===== src/rtl/rf_operand_fetch.sv =====
// Operand fetch stage: register-file read, pending-write scoreboard, hazard stall and output register.
// Define OPFETCH_BYPASS_EN to forward same-cycle writeback data into the operands.
module rf_operand_fetch #(
    parameter int DATA_W = 16,
    parameter int ADDR_W = 5
) (
    input  logic              CLK,
    input  logic              RST_N,
    input  logic              IN_VALID,
    output logic              IN_READY,
    input  logic [7:0]        IN_OPCODE,
    input  logic [ADDR_W-1:0] IN_RA,
    input  logic [ADDR_W-1:0] IN_RB,
    input  logic [ADDR_W-1:0] IN_RC,
    input  logic [ADDR_W-1:0] IN_RD,
    input  logic              IN_WEN,
    output logic [ADDR_W-1:0] ADDRA,
    output logic [ADDR_W-1:0] ADDRB,
    output logic [ADDR_W-1:0] ADDRC,
    input  logic [DATA_W-1:0] DOA,
    input  logic [DATA_W-1:0] DOB,
    input  logic [DATA_W-1:0] DOC,
    input  logic              WB_WE,
    input  logic [ADDR_W-1:0] WB_ADDR,
    input  logic [DATA_W-1:0] WB_DATA,
    output logic              OUT_VALID,
    input  logic              OUT_READY,
    output logic [7:0]        OUT_OPCODE,
    output logic [DATA_W-1:0] OUT_A,
    output logic [DATA_W-1:0] OUT_B,
    output logic [DATA_W-1:0] OUT_C,
    output logic [ADDR_W-1:0] OUT_RD,
    output logic              OUT_WEN,
    output logic [15:0]       STALL_CNT
);
    localparam int NREG = 1 << ADDR_W;

    function automatic logic [15:0] sat_inc(input logic [15:0] v);
        return (v == 16'hFFFF) ? v : v + 16'd1;
    endfunction

    logic [NREG-1:0]   pending_q, pending_d, set_vec, clr_vec;
    logic [15:0]       stall_cnt_q, stall_cnt_d;
    logic              out_valid_q, out_valid_d;
    logic [7:0]        out_opcode_q, out_opcode_d;
    logic [DATA_W-1:0] out_a_q, out_a_d, out_b_q, out_b_d, out_c_q, out_c_d;
    logic [ADDR_W-1:0] out_rd_q, out_rd_d;
    logic              out_wen_q, out_wen_d;
    logic              raw_a, raw_b, raw_c, raw, waw, hazard, accept;
    logic [DATA_W-1:0] opa, opb, opc;

    assign ADDRA = IN_RA;
    assign ADDRB = IN_RB;
    assign ADDRC = IN_RC;

`ifdef OPFETCH_BYPASS_EN
    logic hit_a, hit_b, hit_c;
    assign hit_a = WB_WE && (WB_ADDR == IN_RA);
    assign hit_b = WB_WE && (WB_ADDR == IN_RB);
    assign hit_c = WB_WE && (WB_ADDR == IN_RC);
    // The RF read port still shows the pre-write value, so forward WB_DATA on a match.
    assign raw_a = pending_q[IN_RA] && !hit_a;
    assign raw_b = pending_q[IN_RB] && !hit_b;
    assign raw_c = pending_q[IN_RC] && !hit_c;
    assign opa   = hit_a ? WB_DATA : DOA;
    assign opb   = hit_b ? WB_DATA : DOB;
    assign opc   = hit_c ? WB_DATA : DOC;
`else
    assign raw_a = pending_q[IN_RA];
    assign raw_b = pending_q[IN_RB];
    assign raw_c = pending_q[IN_RC];
    assign opa   = DOA;
    assign opb   = DOB;
    assign opc   = DOC;
`endif

    always_comb begin
        clr_vec = '0;
        if (WB_WE) clr_vec[WB_ADDR] = 1'b1;
        raw      = raw_a || raw_b || raw_c;
        waw      = IN_WEN && pending_q[IN_RD] && !(WB_WE && (WB_ADDR == IN_RD));
        hazard   = raw || waw;
        IN_READY = (!out_valid_q || OUT_READY) && !hazard;
        accept   = IN_VALID && IN_READY;
        set_vec  = '0;
        if (accept && IN_WEN) set_vec[IN_RD] = 1'b1;
        // Set after clear so a new writer of the same register keeps it pending.
        pending_d   = (pending_q & ~clr_vec) | set_vec;
        stall_cnt_d = (IN_VALID && hazard) ? sat_inc(stall_cnt_q) : stall_cnt_q;

        out_valid_d  = out_valid_q;
        out_opcode_d = out_opcode_q;
        out_a_d      = out_a_q;
        out_b_d      = out_b_q;
        out_c_d      = out_c_q;
        out_rd_d     = out_rd_q;
        out_wen_d    = out_wen_q;
        if (accept) begin
            out_valid_d  = 1'b1;
            out_opcode_d = IN_OPCODE;
            out_a_d      = opa;
            out_b_d      = opb;
            out_c_d      = opc;
            out_rd_d     = IN_RD;
            out_wen_d    = IN_WEN;
        end else if (OUT_READY) begin
            out_valid_d  = 1'b0;
        end
    end

    always_ff @(posedge CLK or negedge RST_N) begin
        if (!RST_N) begin
            pending_q    <= '0;
            stall_cnt_q  <= '0;
            out_valid_q  <= 1'b0;
            out_opcode_q <= '0;
            out_a_q      <= '0;
            out_b_q      <= '0;
            out_c_q      <= '0;
            out_rd_q     <= '0;
            out_wen_q    <= 1'b0;
        end else begin
            pending_q    <= pending_d;
            stall_cnt_q  <= stall_cnt_d;
            out_valid_q  <= out_valid_d;
            out_opcode_q <= out_opcode_d;
            out_a_q      <= out_a_d;
            out_b_q      <= out_b_d;
            out_c_q      <= out_c_d;
            out_rd_q     <= out_rd_d;
            out_wen_q    <= out_wen_d;
        end
    end

    assign OUT_VALID  = out_valid_q;
    assign OUT_OPCODE = out_opcode_q;
    assign OUT_A      = out_a_q;
    assign OUT_B      = out_b_q;
    assign OUT_C      = out_c_q;
    assign OUT_RD     = out_rd_q;
    assign OUT_WEN    = out_wen_q;
    assign STALL_CNT  = stall_cnt_q;
endmodule


===== config.mk =====
export PLATFORM = sky130hd
export DESIGN_NAME = rf_operand_fetch
export DESIGN_NICKNAME = d
export VERILOG_FILES = /design/src/rtl/rf_operand_fetch.sv
export SDC_FILE = /design/constraint.sdc
export NUM_CORES = 1
export LEC_CHECK = 0
export BUFFER_PORTS_ARGS = -buffer_cell sky130_fd_sc_hd__buf_2
export CORE_ASPECT_RATIO = 1.5
export CORE_MARGIN = 3
export CORE_UTILIZATION = 46
export DETAILED_ROUTE_END_ITERATION = 8
export PLACE_DENSITY = 0.77
export SKIP_CTS_REPAIR_TIMING = 1
export SYNTH_ARGS = -nofsm -noshare
export SYNTH_HDL_FRONTEND = slang
export SYNTH_SLANG_ARGS = --single-unit

===== constraint.sdc =====
create_clock -name CLK -period 2.8 [get_ports CLK]
set_clock_uncertainty 0.05 [all_clocks]
set_input_delay 0.28 -clock CLK [delete_from_list [all_inputs] [get_ports CLK]]
set_output_delay 0.28 -clock CLK [all_outputs]
set_load 0.01 [all_outputs]

==> results of run 1 <==
-- path summary, 6_finish.rpt --
path / startpoint / endpoint / slack [ps] / cells past startpoint
max: pending_q[30] / OUT_RD[4] / -310 / 9
min reg2reg: OUT_B[3] / OUT_B[3] / 430 / 1
min in group asynchronous: RST_N / OUT_B[10] / 400 / 2
max reg2reg: pending_q[30] / OUT_RD[4] / -310 / 9
max in group asynchronous: RST_N / OUT_VALID / 1520 / 3
min: IN_OPCODE[4] / OUT_OPCODE[4] / 90 / 2
-- cells in the final DEF, fill, tap and decap left out, types with 4 or more instances in the layout --
cell                        instances
sky130_fd_sc_hd__a22oi_1            4
sky130_fd_sc_hd__buf_12             6
sky130_fd_sc_hd__buf_2            179
sky130_fd_sc_hd__buf_4             71
sky130_fd_sc_hd__buf_6              6
sky130_fd_sc_hd__buf_8              4
sky130_fd_sc_hd__clkbuf_16         12
sky130_fd_sc_hd__dfrtp_1          111
sky130_fd_sc_hd__inv_1              8
sky130_fd_sc_hd__mux2_1            24
sky130_fd_sc_hd__mux2_2            21
sky130_fd_sc_hd__mux2_4            19
sky130_fd_sc_hd__mux2i_1           33
sky130_fd_sc_hd__mux4_2            17
sky130_fd_sc_hd__nand2_1           24
sky130_fd_sc_hd__nand2b_1           8
sky130_fd_sc_hd__nand3_1           14
sky130_fd_sc_hd__nand3b_1          11
sky130_fd_sc_hd__nand4_1            4
sky130_fd_sc_hd__nor2_1             9
sky130_fd_sc_hd__nor2b_1            4
sky130_fd_sc_hd__nor3_1             4
sky130_fd_sc_hd__nor4_1             4
sky130_fd_sc_hd__o21ai_0           34
sky130_fd_sc_hd__o22ai_1            4
sky130_fd_sc_hd__o31ai_1            8
sky130_fd_sc_hd__o31ai_4           23
sky130_fd_sc_hd__or3_1              4
sky130_fd_sc_hd__xnor2_1           11
sky130_fd_sc_hd__xor2_1             8
-- where the power goes --
part	internal [mW]	switching (mW)
clock	0.629	0.623
sequential	2.07	0.308
combinational	1.19	1.09
-- logic make-up after synthesis --
| group | Yosys count | synth area share |
|---|---|---|
| AOI/OAI and AO/OA | 92 | 0.105 |
| xor gates and xnor gates | 19 | 0.0280 |
| adders and majority gates | 1 | 0.00211 |
| buffers and inverters | 55 | 0.0540 |
| DFF | 111 | 0.468 |
| muxes | 117 | 0.247 |
| and+or+nand+nor | 103 | 0.0957 |
-- per-stage QoR --
| stage | setup WS, ps | cell area, um^2 | util |
|---|---|---|---|
| global route | -375 | 8380 | 0.666 |
| global placement | -216 | 7460 | 0.593 |
| floorplan | -40.5 | 6060 | - |
| detailed placement | -318 | 7460 | 0.593 |
| finish | -313 | 8380 | 0.666 |
| CTS | -269 | 7750 | 0.617 |
-- worst max-delay path, cell delays in order, from the launching register on --
cell                        delay, ps
sky130_fd_sc_hd__dfrtp_1          400
sky130_fd_sc_hd__buf_6            130
sky130_fd_sc_hd__mux4_2           480
sky130_fd_sc_hd__mux4_2           530
sky130_fd_sc_hd__a2111oi_4        370
sky130_fd_sc_hd__and2_4           220
sky130_fd_sc_hd__buf_8            110
sky130_fd_sc_hd__nand3_4          190
sky130_fd_sc_hd__clkbuf_16        240
sky130_fd_sc_hd__mux2_2           260
-- per-layer routing --
| metal | wire length (um) | vias to the layer above | track usage | share of wire |
|---|---|---|---|---|
| li1 | - | 2322 | - | - |
| met1 | 6720 | 2633 | 0.277 | 0.36 |
| met3 | 1250 | 72 | 0.0404 | 0.066 |
| met5 | 0 | - | 0 | 0 |
| met2 | 10000 | 289 | 0.416 | 0.53 |
| met4 | 832 | 0 | 0.138 | 0.044 |
-- final cells by class --
class	instances	area, um^2
Tap cell	156	195
Clock buffer	10	229
Clock inverter	6	66.3
Fill cell	915	4200
Multi-Input combinational cell	332	3320
Sequential cell	111	2780
Timing Repair Buffer	270	1760
Inverter	8	30.0
-- sequential cells by signal, summed over array words and instances (netlist names), 5 cells and up --
register	count
OUT_A	16
OUT_B	16
OUT_C	16
OUT_OPCODE	8
OUT_RD	5
STALL_CNT	16
pending_q	32
==> impl_results.md, run 1 <==
- Run status: finished with violations
- Violated checks: setup timing
- Clock transition at path regs: ~80 ps
- Clock Latency Late Sink: around 360 ps
- Area contributors post-synth: sky130_fd_sc_hd__dfrtp_1 47%, sky130_fd_sc_hd__mux2_1 7.6%, sky130_fd_sc_hd__mux4_2 6.5%
- Predominant post-synthesis flop cell: sky130_fd_sc_hd__dfrtp_1
- Yosys warning total: 0
- Synth unique cells: 48
- Maximum count of clock buffers along a single path: 2
- Hold slack: approximately 90 ps
- Static Leak: about 3.9 nW
- Data required time at the worst endpoint: ~3000 ps
- FMAX: ~320 MHz
- Average vias per placed instance: 5.95
- P per Cell Area: 706 nW/um^2
- Worst-Margin Slew: 1010 ps
- Vias in the first global route: around 5.4k
- CTS H-tree lvls: 3
- Antenna violations before repair: 0
- Layout cells sized above 1: 0.517
- Largest net degree at the start of global routing: 66
- Final Slew Violations: 0
- Post-detailed-route count of antenna-violating nets: 0
- Post-synthesis cell area: approximately 5900 um^2
- RSZ-0062 raised after global routing: true
- GRT Overall Usage: 0.241
- Crit end category: register
- Wirelength, routed: 18800 um
- Initial detailed-routing violation count: between 300 and 400
- Die Footprint: about 14000 um^2
- Inserted Diodes: 0
- Setup-violating endpoint count in the final report: 96
- Average wire per standard cell: 21.1 um
- Setup Total Neg Slack: -24780 ps
- Count of non-filler cells in the finished layout: between 800 and 900
- CP Data Arrival Time: approximately 3300 ps
- Synth Register Bits: 111
- First-pass iteration count of the detailed router: 5
- Starting density of the core: 0.472
- Library cell used as clock root buffer: sky130_fd_sc_hd__clkbuf_16
- Count of max-cap constraint violations: 0
- Cell with the most instances after synthesis: sky130_fd_sc_hd__dfrtp_1
- Cells after DPL: 861
- Critical Path Source Type: register
- Cell type with the largest total area after synthesis: sky130_fd_sc_hd__dfrtp_1
- # clock sinks: ~110
- Number of buffers inserted by port buffering: between 150 and 200
- Vert. Die Dim: between 100 and 150 um
- Hold Path Class: in2reg
- Post-synthesis area per instance: 11.9 um^2
- Fraction of registers with async set/reset: 1.00
- CTS buffer count: 9
- Area share of the largest cell type after synthesis: 0.468
- Placed wire-length estimate after detailed placement: between 10000 and 15000 um
- Worst ir drop on vdd: between 0.3 and 0.4 mV
- Min cycle time layout: a little over 3000 ps
- First-pass GRT wire length: 27500 um
- Total power consumption of the routed design: just under 6 mW
- Crit path setup slack, layout: -313 ps
- Post-synthesis sequential area ratio: 0.468
- Number of flops mapped to enable cells by yosys: 0
- Horizontal die dimension: a little under 100 um
- Kind of critical path: reg2reg
- Most used standard cells in the synthesized netlist: 111 x sky130_fd_sc_hd__dfrtp_1, 40 x sky130_fd_sc_hd__mux2_1, 36 x sky130_fd_sc_hd__mux2i_1
- CTS tree: built
- Total grt overflow: 0
- Worst slew margin relative to its limit: 0.325
- Largest fanout of any net on the critical path: 7
- Number of rows created at floorplan: 50
- Synthesized instance count: 498
- Global placement routability congestion: about 0.95
- Count of final hold-check violations: 0
- Crit share post-route: 1.11
- Overall via count from detail_route: between 5k and 6k
- Synthesized net count: 602
- Total Nets Final: between 800 and 900
- Remaining design rule violation count: 0
- Area delta synth->final: 41.2%
- CORE AREA: between 10000 and 15000 um^2
- Number of top-level pins: 198
(Power assumes the default switching activity.)
==> inputs of run 2 (changes only) <==
--- a/config.mk
+++ b/config.mk
@@ -11,6 +11,7 @@
 export CORE_UTILIZATION = 46
 export DETAILED_ROUTE_END_ITERATION = 8
 export PLACE_DENSITY = 0.77
+export SETUP_SLACK_MARGIN = 0.05
 export SKIP_CTS_REPAIR_TIMING = 1
 export SYNTH_ARGS = -nofsm -noshare
 export SYNTH_HDL_FRONTEND = slang
==> impl_results.md, run 2 (synthesized netlist as in run 1, its figures left out) <==
- RSZ-0062 raised after global routing: true
- GRT Overall Usage: 0.241 (unchanged)
- First-pass iteration count of the detailed router: 5 (unchanged)
- Vias in the first global route: 5352 (unchanged)
- Cells after DPL: 861 (unchanged)
- Overall via count from detail_route: 5391 (+1.4%)
- Antenna violations before repair: 0 (unchanged)
- # fillers: 862 (-5.8%)
- Maximum count of clock buffers along a single path: 2 (unchanged)
- Layout cells sized above 1: 0.540 (+0.0230)
- Die Footprint: 14300 um^2 (unchanged)
- Final design utilization: 0.679 (+0.0131)
- Number of rows created at floorplan: 50 (unchanged)
- Most common cell after layout, fill and taps aside: sky130_fd_sc_hd__buf_2
- Clock Latency Late Sink: 360 ps (about the same)
- Number of top-level pins: 198 (unchanged)
- CTS H-tree lvls: 3 (unchanged)
- Average wire per standard cell: 21.8 um (+3.2%)
- CORE AREA: 12600 um^2 (unchanged)
- CP Data Arrival Time: 3370 ps (+60 ps)
- Crit end category: register
- Violated checks: setup timing
- Largest fanout of any net on the critical path: 7 (unchanged)
- Count of final hold-check violations: 0 (unchanged)
- Post-detailed-route count of antenna-violating nets: 0 (unchanged)
- Crit share post-route: 1.13 (+0.0193)
- Hold slack: 85.9 ps (-4.21 ps)
- Area delta synth->final: 43.9%
- Data required time at the worst endpoint: 3000 ps (about the same)
- Final Slew Violations: 0 (unchanged)
- First-pass GRT wire length: 27500 um (unchanged)
- Worst ir drop on vdd: 0.329 mV (+3.1%)
- CTS buffer count: 9 (unchanged)
- Total power consumption of the routed design: 6.00 mW (+1.5%)
- Remaining design rule violation count: 0 (unchanged)
- Run status: finished with violations
- Total grt overflow: 0 (unchanged)
- Horizontal die dimension: 98.7 um (unchanged)
- Number of buffers inserted by port buffering: 181 (unchanged)
- # clock sinks: 111 (unchanged)
- Kind of critical path: reg2reg
- Count of max-cap constraint violations: 0 (unchanged)
- Min cycle time layout: 3170 ps (+54.1 ps)
- Register ranked first by flip-flop count: pending_q
- Setup Total Neg Slack: -31210 ps (-6420 ps)
- P per Cell Area: 703 nW/um^2 (-0.48%)
- Library cell used as clock root buffer: sky130_fd_sc_hd__clkbuf_16
- Global placement routability congestion: 0.950 (unchanged)
- Largest net degree at the start of global routing: 66 (unchanged)
- Most frequent cells in the layout: 179 x sky130_fd_sc_hd__buf_2, 111 x sky130_fd_sc_hd__dfrtp_1, 68 x sky130_fd_sc_hd__buf_4
- Worst slew margin relative to its limit: 0.304 (-0.0202)
- Placed wire-length estimate after detailed placement: 13400 um (unchanged)
- Total Nets Final: 838 (+0.24%)
- Setup-violating endpoint count in the final report: 107 (+11%)
- Critical Path Source Type: register
- Starting density of the core: 0.472 (unchanged)
- Inserted Diodes: 0 (unchanged)
- Worst-Margin Slew: 1040 ps (+30.2 ps)
- Crit path setup slack, layout: -367 ps (-54.1 ps)
- Initial detailed-routing violation count: 439 (+36%)
- CTS tree: built
- Clock transition at path regs: 80 ps (about the same)
- FMAX: 316 MHz (-1.7%)
- Count of non-filler cells in the finished layout: 895 (+0.22%)
- Wirelength, routed: 19500 um (+3.5%)
- Vert. Die Dim: 145 um (unchanged)
- Static Leak: 3.91 nW (+1.4%)
- Number of flip-flops under the largest register name: 32 (unchanged)
- Average vias per placed instance: 6.02 (+1.2%)
- Hold Path Class: in2reg
==> run 2: where the power goes <==
part           internal [mW]  switching (mW)
logic                   1.23            1.13
registers               2.07           0.315
clock network          0.630           0.631
total                   3.93            2.07
==> run 2: critical path, cell delays in order (launching register included) <==
cell                        delay, ps
sky130_fd_sc_hd__dfrtp_1          400
sky130_fd_sc_hd__buf_6            130
sky130_fd_sc_hd__mux4_2           470
sky130_fd_sc_hd__mux4_2           530
sky130_fd_sc_hd__a2111oi_4        420
sky130_fd_sc_hd__and2_4           230
sky130_fd_sc_hd__buf_8            110
sky130_fd_sc_hd__nand3_4          190
sky130_fd_sc_hd__clkbuf_16        240
sky130_fd_sc_hd__mux2_2           260
==> run 2: per-layer routing <==
layer	part of all wire	wire length [um]	global-route usage
met1	0.35	6780	0.277
met2	0.52	10100	0.416
met3	0.073	1430	0.0404
met4	0.059	1150	0.138
met5	0	0	0
==> run 2: layout make-up <==
cell class / instances / area (um^2) / share of cell area
flip-flops and latches: 111 / 2780 / 0.325
clock inverters: 6 / 66.3 / 0.00776
multi-input cells: 332 / 3440 / 0.403
repair buffers: 272 / 1800 / 0.211
well taps: 156 / 195 / 0.0229
clock buffers: 10 / 229 / 0.0268
inverters: 8 / 30.0 / 0.00352
==> run 2: per-stage QoR <==
step	worst slack (ps)	instance area [um^2]
6_report	-367	8540
3_5_place_dp	-318	7460
5_1_grt	-407	8540
3_3_place_gp	-216	7460
4_1_cts	-269	7750
2_1_floorplan	-40.5	6060
==> run 2: final timing paths <==
check / startpoint / to / slack [ps] / cells past startpoint
worst max-delay path: pending_q[30] / OUT_RD[4] / -370 / 9
worst min-delay path: IN_OPCODE[4] / OUT_OPCODE[4] / 90 / 2
worst max register to register: pending_q[30] / OUT_RD[4] / -370 / 9
worst min register to register: OUT_B[3] / OUT_B[3] / 430 / 1
max in group asynchronous: RST_N / STALL_CNT[9] / 1520 / 3
min in group asynchronous: RST_N / OUT_B[10] / 400 / 2
